**config.mk**
```make
export PLATFORM = sky130hd
export DESIGN_NAME = pipe_stage_buf
export DESIGN_NICKNAME = d
export VERILOG_FILES = /design/src/rtl/pipe_pkg.sv /design/src/rtl/pipe_slot.sv /design/src/rtl/pipe_stage_buf.sv
export SDC_FILE = /design/constraint.sdc
export NUM_CORES = 1
export LEC_CHECK = 0
export CELL_PAD_IN_SITES_DETAIL_PLACEMENT = 1
export CELL_PAD_IN_SITES_GLOBAL_PLACEMENT = 1
export CORE_ASPECT_RATIO = 1.5
export CORE_MARGIN = 1.5
export CORE_UTILIZATION = 31
export CTS_BUF_LIST = sky130_fd_sc_hd__clkbuf_4 sky130_fd_sc_hd__clkbuf_8
export CTS_CLUSTER_DIAMETER = 120
export DETAILED_ROUTE_END_ITERATION = 8
export HOLD_SLACK_MARGIN = 0.06
export PLACE_DENSITY_LB_ADDON = 0.1
export SLEW_MARGIN = 15
export SYNTH_ARGS = -nofsm -noshare
export SYNTH_HDL_FRONTEND = slang
export SYNTH_HIERARCHICAL = 1
export SYNTH_SLANG_ARGS = --single-unit
```
**constraint.sdc**
```tcl
create_clock -name clk -period 1.86 [get_ports clk]
set_input_delay 0.372 -clock clk [delete_from_list [all_inputs] [get_ports clk]]
set_output_delay 0.372 -clock clk [all_outputs]
set_load 0.01 [all_outputs]
```
**src/rtl/pipe_pkg.sv**
```systemverilog
// Shared types and sideband reset defaults for inter-stage pipeline buffers.
// Skid FSM encoding is only used when PIPE_SKID_EN is defined.
package pipe_pkg;

  typedef enum logic [1:0] {
    EMPTY = 2'd0,
    BUSY  = 2'd1,
    FULL  = 2'd2
  } skid_state_t;

  typedef logic [1:0] occ_t;

  localparam int DATA_W_DEF = 32;
  localparam int CTRL_W_DEF = 8;

  // Per-stage sideband idle encodings (regfilemux selects alu_out = 0)
  localparam logic [7:0] CTRL_RST_IFID  = 8'h00;
  localparam logic [7:0] CTRL_RST_IDEX  = 8'h00;
  localparam logic [7:0] CTRL_RST_EXMEM = 8'h00;
  localparam logic [7:0] CTRL_RST_MEMWB = 8'h00;

  function automatic occ_t occ_of(skid_state_t s);
    occ_t o;
    unique case (s)
      EMPTY:   o = 2'd0;
      BUSY:    o = 2'd1;
      FULL:    o = 2'd2;
      default: o = 2'd0;
    endcase
    return o;
  endfunction

endpackage

```
**src/rtl/pipe_slot.sv**
```systemverilog
// One storage slot of a pipeline buffer: payload plus sideband word.
// Loads on ld, otherwise holds; asynchronous active-low reset.
module pipe_slot #(
  parameter int            W       = 40,
  parameter logic [W-1:0]  RST_VAL = '0
) (
  input  logic         clk,
  input  logic         rst,
  input  logic         ld,
  input  logic [W-1:0] d,
  output logic [W-1:0] q
);

  logic [W-1:0] word_q;
  logic [W-1:0] word_d;

  always_comb begin
    word_d = word_q;
    if (ld) begin
      word_d = d;
    end
  end

  always_ff @(posedge clk or negedge rst) begin
    if (!rst) begin
      word_q <= RST_VAL;
    end else begin
      word_q <= word_d;
    end
  end

  assign q = word_q;

endmodule

```
**src/rtl/pipe_stage_buf.sv**
```systemverilog
// Inter-stage pipeline buffer with valid/ready, flush and bubble support.
// PIPE_SKID_EN selects a 2-slot skid with registered in_ready.
module pipe_stage_buf
  import pipe_pkg::*;
#(
  parameter int                 DATA_W   = 32,
  parameter int                 CTRL_W   = 8,
  parameter logic [CTRL_W-1:0]  CTRL_RST = '0
) (
  input  logic              clk,
  input  logic              rst,
  input  logic              flush,
  input  logic              in_valid,
  output logic              in_ready,
  input  logic [DATA_W-1:0] in_data,
  input  logic [CTRL_W-1:0] in_ctrl,
  output logic              out_valid,
  input  logic              out_ready,
  output logic [DATA_W-1:0] out_data,
  output logic [CTRL_W-1:0] out_ctrl,
  output logic [1:0]        occupancy
);

  localparam int W = DATA_W + CTRL_W;
  localparam logic [W-1:0] SLOT_RST = {{DATA_W{1'b0}}, CTRL_RST};

  logic [W-1:0] in_word;
  logic [W-1:0] main_q;
  logic [W-1:0] main_din;
  logic         main_ld;
  logic         valid;
  logic         accept;
  logic         consume;

  assign in_word = {in_data, in_ctrl};

`ifdef PIPE_SKID_EN
  skid_state_t  state_q;
  skid_state_t  state_d;
  logic         in_ready_q;
  logic         in_ready_d;
  logic         skid_ld;
  logic [W-1:0] skid_q;

  assign valid    = (state_q != EMPTY);
  assign in_ready = in_ready_q;
  assign accept   = in_valid & in_ready_q;
  assign consume  = valid & out_ready;

  always_ff @(posedge clk or negedge rst) begin
    if (!rst) begin
      state_q    <= EMPTY;
      in_ready_q <= 1'b0;
    end else begin
      state_q    <= state_d;
      in_ready_q <= in_ready_d;
    end
  end

  always_comb begin
    state_d = state_q;
    if (flush) begin
      state_d = EMPTY;
    end else begin
      unique case (state_q)
        EMPTY: if (accept) state_d = BUSY;
        BUSY: begin
          if (accept && !consume) begin
            state_d = FULL;
          end else if (!accept && consume) begin
            state_d = EMPTY;
          end
        end
        FULL: if (consume) state_d = BUSY;
        default: state_d = EMPTY;
      endcase
    end
  end

  // in_ready is precomputed from next state so no out_ready path reaches it
  always_comb begin
    main_ld    = 1'b0;
    skid_ld    = 1'b0;
    main_din   = in_word;
    in_ready_d = (state_d != FULL);
    if (!flush) begin
      unique case (state_q)
        EMPTY: main_ld = accept;
        BUSY: begin
          main_ld = accept & consume;
          skid_ld = accept & ~consume;
        end
        FULL: begin
          main_ld  = consume;
          main_din = skid_q;
        end
        default: ;
      endcase
    end
  end

  assign occupancy = occ_of(state_q);

  pipe_slot #(
    .W       (W),
    .RST_VAL (SLOT_RST)
  ) u_skid (
    .clk (clk),
    .rst (rst),
    .ld  (skid_ld),
    .d   (in_word),
    .q   (skid_q)
  );
`else
  logic valid_q;
  logic valid_d;

  assign valid    = valid_q;
  assign in_ready = ~valid_q | out_ready;
  assign accept   = in_valid & in_ready;
  assign consume  = valid_q & out_ready;

  always_comb begin
    valid_d = valid_q;
    if (flush) begin
      valid_d = 1'b0;
    end else if (accept) begin
      valid_d = 1'b1;
    end else if (consume) begin
      valid_d = 1'b0;
    end
  end

  always_ff @(posedge clk or negedge rst) begin
    if (!rst) begin
      valid_q <= 1'b0;
    end else begin
      valid_q <= valid_d;
    end
  end

  assign main_ld   = accept & ~flush;
  assign main_din  = in_word;
  assign occupancy = {1'b0, valid_q};
`endif

  pipe_slot #(
    .W       (W),
    .RST_VAL (SLOT_RST)
  ) u_main (
    .clk (clk),
    .rst (rst),
    .ld  (main_ld),
    .d   (main_din),
    .q   (main_q)
  );

  assign out_valid = valid;
  assign out_data  = main_q[W-1:CTRL_W];
  assign out_ctrl  = valid ? main_q[CTRL_W-1:0] : CTRL_RST;

endmodule
```
; Yosys cells after proc, flatten, opt, wreduce, memory -nomap -nowiden
; Cells that the tools add are included.
[word_totals]
memories = 0
latch_bits = 0
ff_bits = 41
romBits = 0
elab_cells = 13
ramBits = 0
out_inout_bits = 44
[op_classes]
bitwise_logic = 6
eq_ne = 0
magnitude_cmp = 0
n_mux = 4
addsub = 0
div_mod_pow = 0
multipliers = 0
n_reduce_logical = 1
shifts = 0
[op_table]
columns = op, n
row1 = 8-bit 2-to-1 mux, 1
row2 = 1-bit AND, 3
row3 = 1-bit 2-to-1 mux, 3
row4 = 3-bit nonzero test, 1
row5 = 1-bit NOT, 2
row6 = 1-bit OR, 1

; Depth between registers and ports, before layout
[depth]
word_depth = 5
ltp_mapped = 4
depth_no_buf = 3

; Hierarchy
; The synthesis kept the hierarchy.
[modules_own_cells]
columns = module, n_inst, cells_per_inst, area_each_um2
row1 = pipe_slot, 1, 84, 1496.4
row2 = pipe_stage_buf, 1, 16, 137.6

; Worst setup path after synthesis
; Ideal clock, no wire load.
[synth_timing]
path_kind = register -> register
startpoint = register valid_q (netlist: out_valid)
endpoint = register u_main.word_q[0] (netlist: u_main/q[0])
path_buffers = 1
setup_ns = 0.125
required_ns = 1.735
t_arrival_ns = 1.469
stages_incl_launch_ff = 5
setup_slack_ns = 0.266
period_less_slack_ns = 1.594
path_cell_list = dfrtp_1 -> nand2b_2 -> nor3b_2 -> buf_6 -> mux2_2
[synth_via]
elab_chain_cells = 4
[synth_lines]
columns = item, line
row1 = start: declaration, pipe_stage_buf.sv:115  ; logic valid_q;
row2 = start signal: assignment, pipe_stage_buf.sv:138  ; valid_q <= valid_d;
row3 = 1-bit NOT, pipe_stage_buf.sv:119  ; assign in_ready = ~valid_q | out_ready;
row4 = 1-bit OR, pipe_stage_buf.sv:119
row5 = via in_ready, pipe_stage_buf.sv:14  ; output logic in_ready,
row6 = 1-bit AND, pipe_stage_buf.sv:120  ; assign accept = in_valid & in_ready;
row7 = 1-bit AND, pipe_stage_buf.sv:142  ; assign main_ld = accept & ~flush;
row8 = via main_ld, pipe_stage_buf.sv:30  ; logic main_ld;
row9 = end signal: assignment, pipe_slot.sv:28  ; word_q <= word_d;
row10 = end: declaration, pipe_slot.sv:14  ; logic [W-1:0] word_q;
; The timed path passes the listed nets, and every way through them passes these cells.
; A chain may end at the register's enable or synchronous reset.

; Worst setup path after layout
[layout_timing]
startpoint = register valid_q (netlist: out_valid)
endpoint = output port out_ctrl[1]
[layout_via]
elab_chain_cells = 1
[layout_lines]
columns = item, line
row1 = 8-bit 2-to-1 mux, pipe_stage_buf.sv:160  ; assign out_ctrl = valid ? main_q[CTRL_W-1:0] : CTRL_RST;
row2 = end: declaration, pipe_stage_buf.sv:20  ; output logic [CTRL_W-1:0] out_ctrl,
; Every way passes these cells.

==> results.ini <==
[synthesis]
postSynthAreaPerCell_um2=16.3
syn_inst=100
ys_ff_latch=41
syn-num-nets=145
yosysSeqAreaShare_pct=62.8
synth_cell_type_count=10
synth_warnings=6
netlist_area_um2=1630

[place]
dpl_worst_slack_ns=-0.109
portBuffers=87
routabilityCongestion=0.685
dp_hpwl_um=3120
place_inst=253

[timing]
tightest_slew_ns=0.526
hold_viol=0
timing.final.ws_setup_ns=0.0730
maxSlewHeadroom_pct=64.9
rsz0062_at_grt=no
setup_viol=0
slew_viol_final=0
post-route-period-util_pct=96.1
fin_skew_ns=0.00531
max_freq_mhz=560
period_needed_ns=1.79

[power_and_ir_drop]
switching_power_uw=594
p_int_uw=1760
switching_share_pct=25.3
power_density_nw_per_um2=880
pwr-share-clk_pct=24.2
ir_drop_uv=442
power_frac_seq_pct=47.7
p_comb_share_pct=28.1
leakage_uw=0.00120

[drt]
dr_total_vias=1137
wl_per_cell_um=15.1
drc_errors=0
drtAntennaViolNets=0
routed_wl_um=3970
dr.pass1.iters=2
first_iter_violations=21
via_per_inst=4.34

[finish]
nNetsFinal=238
syn2layout_area_growth_pct=63.6
layoutNonFillerInstCount=262
n_antenna_cell=0
final_core_util_pct=52.1
seqCellArea_um2=1030
layout-drive-gt1-share_pct=34.0
multi_input_area_um2=551
fillers=581

[clocking]
cts_buffer_depth=2
insertion_delay_ns=0.29
cts-root-buf=clkbuf_8
clkTransAtPathRegs_ns=0.07
cts_sinks=41
numCtsBuffers=5
cts_tree=built
cts_htree_levels=2

[floorplan]
fp.dieW_um=62.3
fp.dieArea_um2=5720
core.rowCount=32
core_um2=5120
io_pins=89
initial_core_util_pct=31.9
die_y_um=91.9

[run]
drv_cap=0

[global_routing]
grt.total_usage_pct=14.6
grt_pass1_wl_um=6490
overflow=0
antenna_found_initial=0
grt_max_degree=24
grt_pass1_vias=1321

[critical_path]
critical_path_arrival_ns=1.42
critPathMaxFanout=11
cp_data_required_time_ns=1.49
cp-start-kind=register
crit_path_end_kind=output port
critPathKind=reg -> out

[status]
status=finished clean

[min_path]
hp-class=in -> async

-- state kept, by name (all words and copies together), names as in the netlist --
register   flops
u_main/q      40
out_valid      1
-- power by group through the flow --
stage          Combinational (uW)  Clock, uW  Sequential [uW]
6_report                      661        568             1120
3_5_place_dp                  672          0             1140
5_1_grt                       705        626             1140
2_1_floorplan                 197          0             1180
3_3_place_gp                  658          0             1130
4_1_cts                       675        596             1130
-- final timing paths --
check	from	end	slack, ns	cells past startpoint
max in group asynchronous	rst	out_valid	1.15	2
min in group clk	u_main/q[6]	u_main/q[6]	0.50	1
hold reg to reg	u_main/q[6]	u_main/q[6]	0.50	1
hold / removal	rst	u_main/q[0]	0.05	1
setup / recovery	out_valid	out_ctrl[1]	0.07	2
setup reg to reg	out_valid	u_main/q[24]	0.19	5
-- routing by layer --
metal / vias up / GRT usage [%] / wire [um]
met1: 558 / 15.2 / 1500
met3: 6 / 4.05 / 216
met5: - / 0 / 0
li1: 520 / - / -
met4: 0 / 6.11 / 56
met2: 53 / 27.3 / 2190
-- repair_timing --
item / in CTS / in global routing
hold buffers: 0 / 0
buffers inserted: 0 / 1
endpoints found under the setup margin: 9 / 8
resized for setup: 2 / 7
cloned: 0 / 0
-- cell usage after synthesis --
master | n | area, um^2
nor3b_2 | 1 | 12.5
dfrtp_1 | 41 | 1030
a21oi_2 | 1 | 8.76
buf_4 | 2 | 15.0
inv_1 | 1 | 3.75
conb_1 | 1 | 3.75
nand2b_2 | 1 | 8.76
and2_2 | 8 | 60.1
buf_6 | 4 | 45.0
mux2_2 | 40 | 450
-- worst max-delay path, cell delays in order (launching register included) --
cell	delay [ns]
dfrtp_2	0.44
and2_2	0.16
clkdlybuf4s50_1	0.53
-- through the flow --
| stage | hold WS (ns) | cell area (um^2) | total power (uW) | setup TNS, ns |
|---|---|---|---|---|
| 3_5_place_dp | 0.388 | 2560 | 1810 | -3.38 |
| 5_1_grt | 0.0805 | 2670 | 2480 | 0 |
| 2_1_floorplan | 0.0764 | 1630 | 1380 | 0 |
| 3_3_place_gp | 0.368 | 2560 | 1790 | -1.73 |
| 6_report | 0.0541 | 2670 | 2350 | 0 |
| 4_1_cts | 0.0665 | 2650 | 2400 | 0 |
-- cells by family (layout without fill, tap and decap cells) --
family / Yosys count / after routing / share of synthesized area, %
and+or+nand+nor: 10 / 10 / 4.98
DFF: 41 / 41 / 62.8
muxes: 40 / 40 / 27.6
buffers and inverters: 7 / 101 / 3.90
AOI/OAI and AO/OA: 1 / 1 / 0.536
other: 1 / 1 / 0.229
-- layout by cell type, fill, tap and decap left out, drive strengths merged --
| cell | Yosys | routed |
|---|---|---|
| inv | 1 | 1 |
| a21oi | 1 | 1 |
| clkinv | 0 | 2 |
| mux2 | 40 | 40 |
| buf | 6 | 6 |
| dlymetal6s2s | 0 | 7 |
| clkdlybuf4s50 | 0 | 78 |
| nor3b | 1 | 1 |
| dfrtp | 41 | 41 |
| conb | 1 | 1 |
| nand2b | 1 | 1 |
| and2 | 8 | 8 |
| clkbuf | 0 | 6 |
| dlygate4sd2 | 0 | 1 |
-- final cells by class --
| type | instances | share of cell area (%) |
|---|---|---|
| clock buffers | 6 | 2.86 |
| clock inverters | 2 | 0.375 |
| multi-input cells | 52 | 20.6 |
| flip-flops and latches | 41 | 38.4 |
| well taps | 68 | 3.18 |
| repair buffers | 92 | 34.4 |
| inverters | 1 | 0.140 |
Note: power is estimated with default switching activity, not from simulation.
